$ cat config.mk
export PLATFORM = sky130hd
export DESIGN_NAME = meas_uart_tx
export DESIGN_NICKNAME = d
export VERILOG_FILES = /design/src/rtl/meas_uart_tx.sv
export SDC_FILE = /design/constraint.sdc
export NUM_CORES = 1
export LEC_CHECK = 0
export BUFFER_PORTS_ARGS = -buffer_cell sky130_fd_sc_hd__buf_2
export CORE_ASPECT_RATIO = 0.6
export CORE_MARGIN = 1
export CORE_UTILIZATION = 50
export DETAILED_ROUTE_END_ITERATION = 6
export PLACE_DENSITY = 0.71
export REMOVE_ABC_BUFFERS = 1
export SYNTH_ARGS = -nofsm -noshare
export SYNTH_HDL_FRONTEND = slang
export SYNTH_SLANG_ARGS = --single-unit
$ cat constraint.sdc
create_clock -name CLK -period 7 [get_ports CLK]
set_input_delay 0 -clock CLK [delete_from_list [all_inputs] [get_ports CLK]]
set_output_delay 0 -clock CLK [all_outputs]
set_load 0.02 [all_outputs]
$ cat src/rtl/meas_uart_tx.sv
// meas_uart_tx: serialises a 42-character ASCII measurement report onto a UART line.
// Latency: TX drops to the first start bit on the edge START is accepted; a frame lasts 42*10*CLK_DIV cycles (42*11 with parity).
// Backpressure: none; a START seen while BUSY is dropped and latched in the sticky OVERRUN flag.
//
// Ports: CLK rising-edge clock, RSTB asynchronous active-high reset, START frame request,
//        frequency (6 BCD digits), max_t/min_t/mean_t/Vp2p_vol_t (5 BCD digits each),
//        TX serial line (idle high), BUSY frame in progress, DONE end-of-frame pulse,
//        OVERRUN sticky ignored-request flag.
// Build option: define MEAS_UART_PARITY_EN to insert an even-parity bit after the data bits.
module meas_uart_tx #(
    parameter int CLK_DIV = 434
) (
    input  logic        CLK,
    input  logic        RSTB,
    input  logic        START,
    input  logic [23:0] frequency,
    input  logic [19:0] max_t,
    input  logic [19:0] min_t,
    input  logic [19:0] mean_t,
    input  logic [19:0] Vp2p_vol_t,
    output logic        TX,
    output logic        BUSY,
    output logic        DONE,
    output logic        OVERRUN
);

    localparam int              CW        = $clog2(CLK_DIV);
    localparam logic [CW-1:0]   CNT_LAST  = CW'(CLK_DIV - 1);
    localparam logic [5:0]      LAST_CHAR = 6'd41;

    typedef enum logic [2:0] {
        IDLE,
        START_BIT,
        DATA,
`ifdef MEAS_UART_PARITY_EN
        PARITY,
`endif
        STOP
    } state_t;

    state_t          state;
    logic [CW-1:0]   cnt;
    logic [2:0]      bit_idx;
    logic [5:0]      char_idx;
    logic [7:0]      cur_char;

    logic [23:0]     snap_freq;
    logic [19:0]     snap_max;
    logic [19:0]     snap_min;
    logic [19:0]     snap_mean;
    logic [19:0]     snap_vpp;

    // Non-decimal nibbles are shown as '?' so corrupted BCD is visible on the terminal.
    function automatic logic [7:0] asc(input logic [3:0] n);
        return (n <= 4'd9) ? {4'h3, n} : 8'h3F;
    endfunction

    function automatic logic [39:0] dig5(input logic [19:0] v);
        return {asc(v[19:16]), asc(v[15:12]), asc(v[11:8]), asc(v[7:4]), asc(v[3:0])};
    endfunction

    // Whole report as one vector; character 0 sits in the top byte.
    logic [335:0] msg;
    logic [8:0]   byte_base;
    logic [7:0]   cur_byte;

    assign msg = {"F=", asc(snap_freq[23:20]), dig5(snap_freq[19:0]),
                  ",X=", dig5(snap_max),
                  ",N=", dig5(snap_min),
                  ",M=", dig5(snap_mean),
                  ",P=", dig5(snap_vpp),
                  8'h0D, 8'h0A};

    assign byte_base = {3'b000, LAST_CHAR - char_idx} << 3;
    assign cur_byte  = msg[byte_base +: 8];

    always_ff @(posedge CLK or posedge RSTB) begin
        if (RSTB) begin
            state     <= IDLE;
            cnt       <= '0;
            bit_idx   <= '0;
            char_idx  <= '0;
            cur_char  <= '0;
            snap_freq <= '0;
            snap_max  <= '0;
            snap_min  <= '0;
            snap_mean <= '0;
            snap_vpp  <= '0;
            TX        <= 1'b1;
            BUSY      <= 1'b0;
            DONE      <= 1'b0;
            OVERRUN   <= 1'b0;
        end else begin
            DONE <= 1'b0;

            // BUSY is still the pre-edge value here, so a START on the DONE edge counts as an overrun.
            if (START) begin
                OVERRUN <= BUSY;
            end

            case (state)
                IDLE: begin
                    if (START) begin
                        snap_freq <= frequency;
                        snap_max  <= max_t;
                        snap_min  <= min_t;
                        snap_mean <= mean_t;
                        snap_vpp  <= Vp2p_vol_t;
                        cnt       <= '0;
                        bit_idx   <= '0;
                        char_idx  <= '0;
                        BUSY      <= 1'b1;
                        TX        <= 1'b0;
                        state     <= START_BIT;
                    end
                end

                START_BIT: begin
                    if (cnt == CNT_LAST) begin
                        // Snapshot is stable by now, so the character is latched here.
                        cnt      <= '0;
                        cur_char <= cur_byte;
                        bit_idx  <= '0;
                        TX       <= cur_byte[0];
                        state    <= DATA;
                    end else begin
                        cnt <= cnt + 1'b1;
                    end
                end

                DATA: begin
                    if (cnt == CNT_LAST) begin
                        cnt <= '0;
                        if (bit_idx == 3'd7) begin
`ifdef MEAS_UART_PARITY_EN
                            TX    <= ^cur_char;
                            state <= PARITY;
`else
                            TX    <= 1'b1;
                            state <= STOP;
`endif
                        end else begin
                            bit_idx <= bit_idx + 1'b1;
                            TX      <= cur_char[bit_idx + 3'd1];
                        end
                    end else begin
                        cnt <= cnt + 1'b1;
                    end
                end

`ifdef MEAS_UART_PARITY_EN
                PARITY: begin
                    if (cnt == CNT_LAST) begin
                        cnt   <= '0;
                        TX    <= 1'b1;
                        state <= STOP;
                    end else begin
                        cnt <= cnt + 1'b1;
                    end
                end
`endif

                STOP: begin
                    if (cnt == CNT_LAST) begin
                        cnt <= '0;
                        if (char_idx == LAST_CHAR) begin
                            BUSY  <= 1'b0;
                            DONE  <= 1'b1;
                            TX    <= 1'b1;
                            state <= IDLE;
                        end else begin
                            // Next start bit follows the stop bit with no idle gap.
                            char_idx <= char_idx + 1'b1;
                            TX       <= 1'b0;
                            state    <= START_BIT;
                        end
                    end else begin
                        cnt <= cnt + 1'b1;
                    end
                end

                default: state <= IDLE;
            endcase
        end
    end

endmodule

# After elaboration in Yosys (flattened, before gate mapping)
# Cells that the tools add are included.
[totals]
ff_bits = 137
elab_cells = 134
[classes]
addsub = 4
magnitude_cmp = 27
n_eq_ne = 14
shifts = 1
mux = 60
reduce_logical = 14
[op_table]
columns = ["cell", "count"]
rows = [
  ["indexed part select 336 x 10 -> 8 bit", 1],
  ["less-or-equal comparator 4 bit (second input constant)", 26],
  ["two-way mux 4 bit", 26],
  ["two-way mux 3 bit", 9],
  ["two-way mux 6 bit", 3],
  ["two-way mux 9 bit", 2],
  ["case mux 9 bit (2 select lines)", 1],
  ["inequality test 2 bit (second input constant)", 8],
  ["AND reduction 5 bit", 3],
  ["two-way mux 1 bit", 13],
  ["case mux 3 bit (4 select lines)", 1],
  ["case mux 6 bit (2 select lines)", 1],
  ["adder 9 x 1 -> 9 bit (second input constant)", 1],
  ["== test 9 bit (second input constant)", 1],
  ["case mux 3 bit (3 select lines)", 1],
  ["AND reduction 4 bit", 2],
  ["adder 6 x 1 -> 6 bit (second input constant)", 1],
  ["== test 3 x 2 -> 1 bit (second input constant)", 2],
  ["== test 6 bit (second input constant)", 1],
  ["AND reduction 2 bit", 3],
  ["subtractor 6 bit (first input constant)", 1],
  ["less-than comparator 3 x 4 -> 1 bit (second input constant)", 1],
  ["case mux 1 bit (4 select lines)", 1],
  ["nonzero test 2 bit", 2],
  ["9 further kinds", 9],
]

# Longest topological paths before layout
[logic_depth]
ltp_word = 6
depth_mapped = 11
ltp_nobuf = 8

# Least setup slack after synthesis
# Ideal clock, no wire load.
[synth_path]
path_type = "register to register"
startpoint = "reg char_idx[1]"
endpoint = "reg cur_char[2]"
t_arrival_ns = 2.401
setup_slack_ns = 4.513
path_stages_with_launch = 10
cell_sequence = "dfrtp_1 > buf_2 > inv_2 > ha_1 > xor2_2 > mux4_2 > a21oi_1 > a31oi_1 > or3_1 > a32oi_1"
[synth_between]
elab_chain_len = 2
[synth_lines]
columns = ["item", "line", "source"]
rows = [
  ["start, declared", "44", "logic [5:0] char_idx;"],
  ["start signal, assigned", "173", "char_idx <= char_idx + 1'b1;"],
  ["subtractor 6 bit", "74", "assign byte_base = {3'b000, LAST_CHAR - char_idx} << 3;"],
  ["indexed part select 336 x 10 -> 8 bit", "75", "assign cur_byte = msg[byte_base +: 8];"],
  ["end signal, assigned", "122", "cur_char <= cur_byte;"],
  ["end, declared", "45", "logic [7:0] cur_char;"],
]
# No other way between the ends.
# A chain may end at the register's enable or synchronous reset.

# Worst setup path in the final report
[layout_path]
startpoint = "reg char_idx[1]"
endpoint = "reg cur_char[0]"
# The elaborated chain is that of the path after synthesis.

==> impl_metrics.csv <==
group,metric,value,unit
timing,worstMarginPinSlew,0.977,ns
detailed_routing,ant_nets,0,
yosys,ys_warn_count,0,
layout,layout-drive-gt1-share,30.4,%
clocking,clock_latency,0.42,ns
power_and_ir_drop,clkPwrFrac,52.0,%
timing,min_period,3.32,ns
yosys,yosys-top-cells-count,"dfrtp_1 (134), mux2_2 (107), nor2_1 (43), o21ai_0 (43), a21oi_1 (41)",
timing,slew_headroom,34.9,%
floorplan,coreArea,0.0140,sq mm
place,gp_congestion,0.899,
place,dp_cells,946,
detailed_routing,drc,0,
timing,hold_slack,0.246,ns
yosys,synth.area.mux_share,18.8,%
floorplan,io_pins,111,
setup_path,path_delay_family,"adder cells",
floorplan,die_x,158,um
run_status,status,"finished, final reports clean",
global_route,grt-ovfl-total,0,
global_route,grt_pass1_wl,32600,um
power_and_ir_drop,powerDensity,189,mW/mm^2
timing,slew_violations,0,
yosys,synth_edf_count,0,
setup_path,path_common_cell,"a21oi_1",
yosys,ys_seq_area_share,46.2,%
power_and_ir_drop,seqPwrFrac,42.8,%
layout,fin_nets,1003,
yosys,ys_async_sr_fraction,100,%
global_route,antenna_found_initial,0,
power_and_ir_drop,switchingPower,0.000403,W
setup_path,cp-end-kind,"flop",
timing,final-hold-violation-count,0,
yosys,syn_avg_cell_area,10.8,sq um
clocking,clock-sinks,135,
timing,setup_tns,0,ns
timing,fin_skew,0.0109,ns
timing,timing.final.crit_share,47.5,%
yosys,synth_xor_xnor_area_share,2.00,%
clocking,h-tree-depth,4,
flow_run,max-cap-violations,0,
setup_path,worstPathArrival,3.60,ns
floorplan,rows,33,
layout,fillers,1030,
detailed_routing,avgViaCountPerCell,5.92,
timing,finalSetupViolCount,0,
power_and_ir_drop,p_comb_share,5.2,%
setup_path,critPathKind,"flop to flop",
place,port_buffers,110,
global_route,grt_max_degree,80,
yosys,synth_compound_area_share,18.1,%
place,placed_area,0.00797,sq mm
yosys,synthSimpleGateAreaFrac,8.36,%
setup_path,crit_required,7.28,ns
detailed_routing,wire_per_inst,18.9,um
clocking,cts.clk_slew.worst_paths,0.06,ns
floorplan,start_util,52.4,%
setup_path,cpPeakStageDelay,0.95,ns
power_and_ir_drop,p_leak,4.56,nW
setup_path,critPathSlowestCell,"ha_1",
global_route,grt_pass1_vias,6448,
yosys,yosysMostFrequentCell,"dfrtp_1",
yosys,syn-cell-area,0.00732,sq mm
detailed_routing,drt-initial-drc-count,613,
detailed_routing,drt_wl_total,20500,um
detailed_routing,dr.pass1.iters,6,
setup_path,crit_fanout,44,
hold_path,hold_class,"input pin to async pin",
setup_path,ff2ff_setup_slack,3.68,ns
yosys,synthCells,676,
yosys,synthDistinctLibCells,63,
layout,n_antenna_cell,0,
yosys,ys_top_cells_by_area,"dfrtp_1 (46%), mux2_2 (16%), a211oi_1 (3.7%)",
detailed_routing,vias,6416,
clocking,cts.repair.resized,0,
power_and_ir_drop,ir_worst_vdd,0.000106,V
layout,fin_area,0.00966,sq mm
layout,area_growth,31.9,%
setup_path,cp-start-kind,"flop",
timing,grt_setup_unrepaired,"no",
global_route,track_usage,28.5,%
yosys,synth-main-ff-cell,"dfrtp_1",
yosys,ys_ff_latch,135,
setup_path,crit_chain,"buf_4 -> inv_2 -> ha_1 -> nand2b_1 -> a21oi_1 -> o31ai_1 -> nand3_1 -> a31oi_1 -> a21oi_1",
layout,final_cells,1084,
clocking,cts_hold_buf,106,
yosys,synth_top_area_share,45.8,%
setup_path,path_buf_inv,2,
yosys,synthAdderAreaFrac,2.91,%
clocking,postCtsSetupBuffers,0,
clocking,cts_buffers,17,
yosys,yosysTopAreaCell,"dfrtp_1",
floorplan,die_h,95.7,um
power_and_ir_drop,swShare,22.1,%
yosys,synth_top_family_by_area,"multiplexers",
floorplan,die-area,0.0151,sq mm
place,place_hpwl,13200,um
clocking,cts.path.max_buffers,2,
timing,fmax,301,MHz
power_and_ir_drop,finalPower,0.00182,W
clocking,root_buffer,"clkbuf_16",
clocking,cts_tree,"built",
power_and_ir_drop,cell_internal_pwr,0.00142,W
-- tightest hold or removal path: cells and delay by family --
kind	cells	cell delay (ns)
buffers and inverters	3	1.17
-- metrics by stage --
step           setup slack [ns]  util (%)
6_report                   3.68      69.2
5_1_grt                    3.51      69.2
4_1_cts                    3.81      69.2
3_5_place_dp               3.82      57.1
3_3_place_gp               3.95      57.1
2_1_floorplan              3.37         -
-- state kept, by name, indices dropped and copies added, names as in the netlist --
register   flops
snap_freq     24
snap_max      20
snap_mean     20
snap_min      20
snap_vpp      20
cnt            9
cur_char       7
char_idx       6
bit_idx        3
state          2
BUSY           1
DONE           1
OVERRUN        1
TX             1
-- cells by family (layout without fill, tap and decap cells) --
kind of cell / after synthesis / in the layout
AOI/OAI and AO/OA: 201 / 201
DFF: 135 / 135
muxes: 119 / 119
xor gates and xnor gates: 15 / 15
buffers and inverters: 60 / 276
adders and majority gates: 17 / 17
and+or+nand+nor: 129 / 129
-- power groups by stage --
stage	Clock, W	Combinational, W	Sequential (W)
6_report	0.000948	0.0000944	0.000780
3_3_place_gp	0	0.0000464	0.000795
4_1_cts	0.000952	0.0000932	0.000780
3_5_place_dp	0	0.0000482	0.000795
2_1_floorplan	0	0.0000121	0.000795
5_1_grt	0.000989	0.000104	0.000780
-- per-layer routing --
layer / GRT usage (%) / vias to the layer above / routed length [um]
met4: 8.25 / 0 / 291
met2: 45.9 / 323 / 9410
met5: 0 / - / 0
met3: 6.30 / 37 / 1600
li1: - / 2918 / -
met1: 38.9 / 3138 / 9200
-- cell usage in the layout, fill, tap and decap left out, types with 13 or more instances in the layout --
cell type,Yosys,routed
clkbuf_16,0,17
a211oi_1,36,36
ha_1,17,17
a21oi_1,41,41
nand2_1,30,29
mux2_2,107,107
buf_2,12,110
nor2_1,43,43
dlygate4sd3_1,0,106
nor3_1,13,13
o21ai_0,43,43
inv_1,21,20
dfrtp_1,134,134
-- cell type report --
type | count | area [sq um] | share of cell area [%]
clock buffer | 18 | 439 | 4.55
clock inverter | 14 | 184 | 1.90
inverter | 23 | 88.8 | 0.920
multi-input combinational | 481 | 3680 | 38.1
sequential | 135 | 3380 | 35.0
tap | 192 | 240 | 2.49
timing repair buffer | 221 | 1650 | 17.1
-- path summary, 6_finish.rpt --
kind | depth (start not counted) | start | endpoint
hold / removal | 3 | RSTB | snap_freq[22]
hold reg to reg | 1 | OVERRUN | OVERRUN
setup / recovery | 9 | char_idx[1] | cur_char[0]
max in group asynchronous | 4 | RSTB | snap_mean[9]
min in group CLK | 3 | mean_t[8] | snap_mean[8]
setup reg to reg | 9 | char_idx[1] | cur_char[0]
No activity file was read; power rests on OpenSTA's default activity.
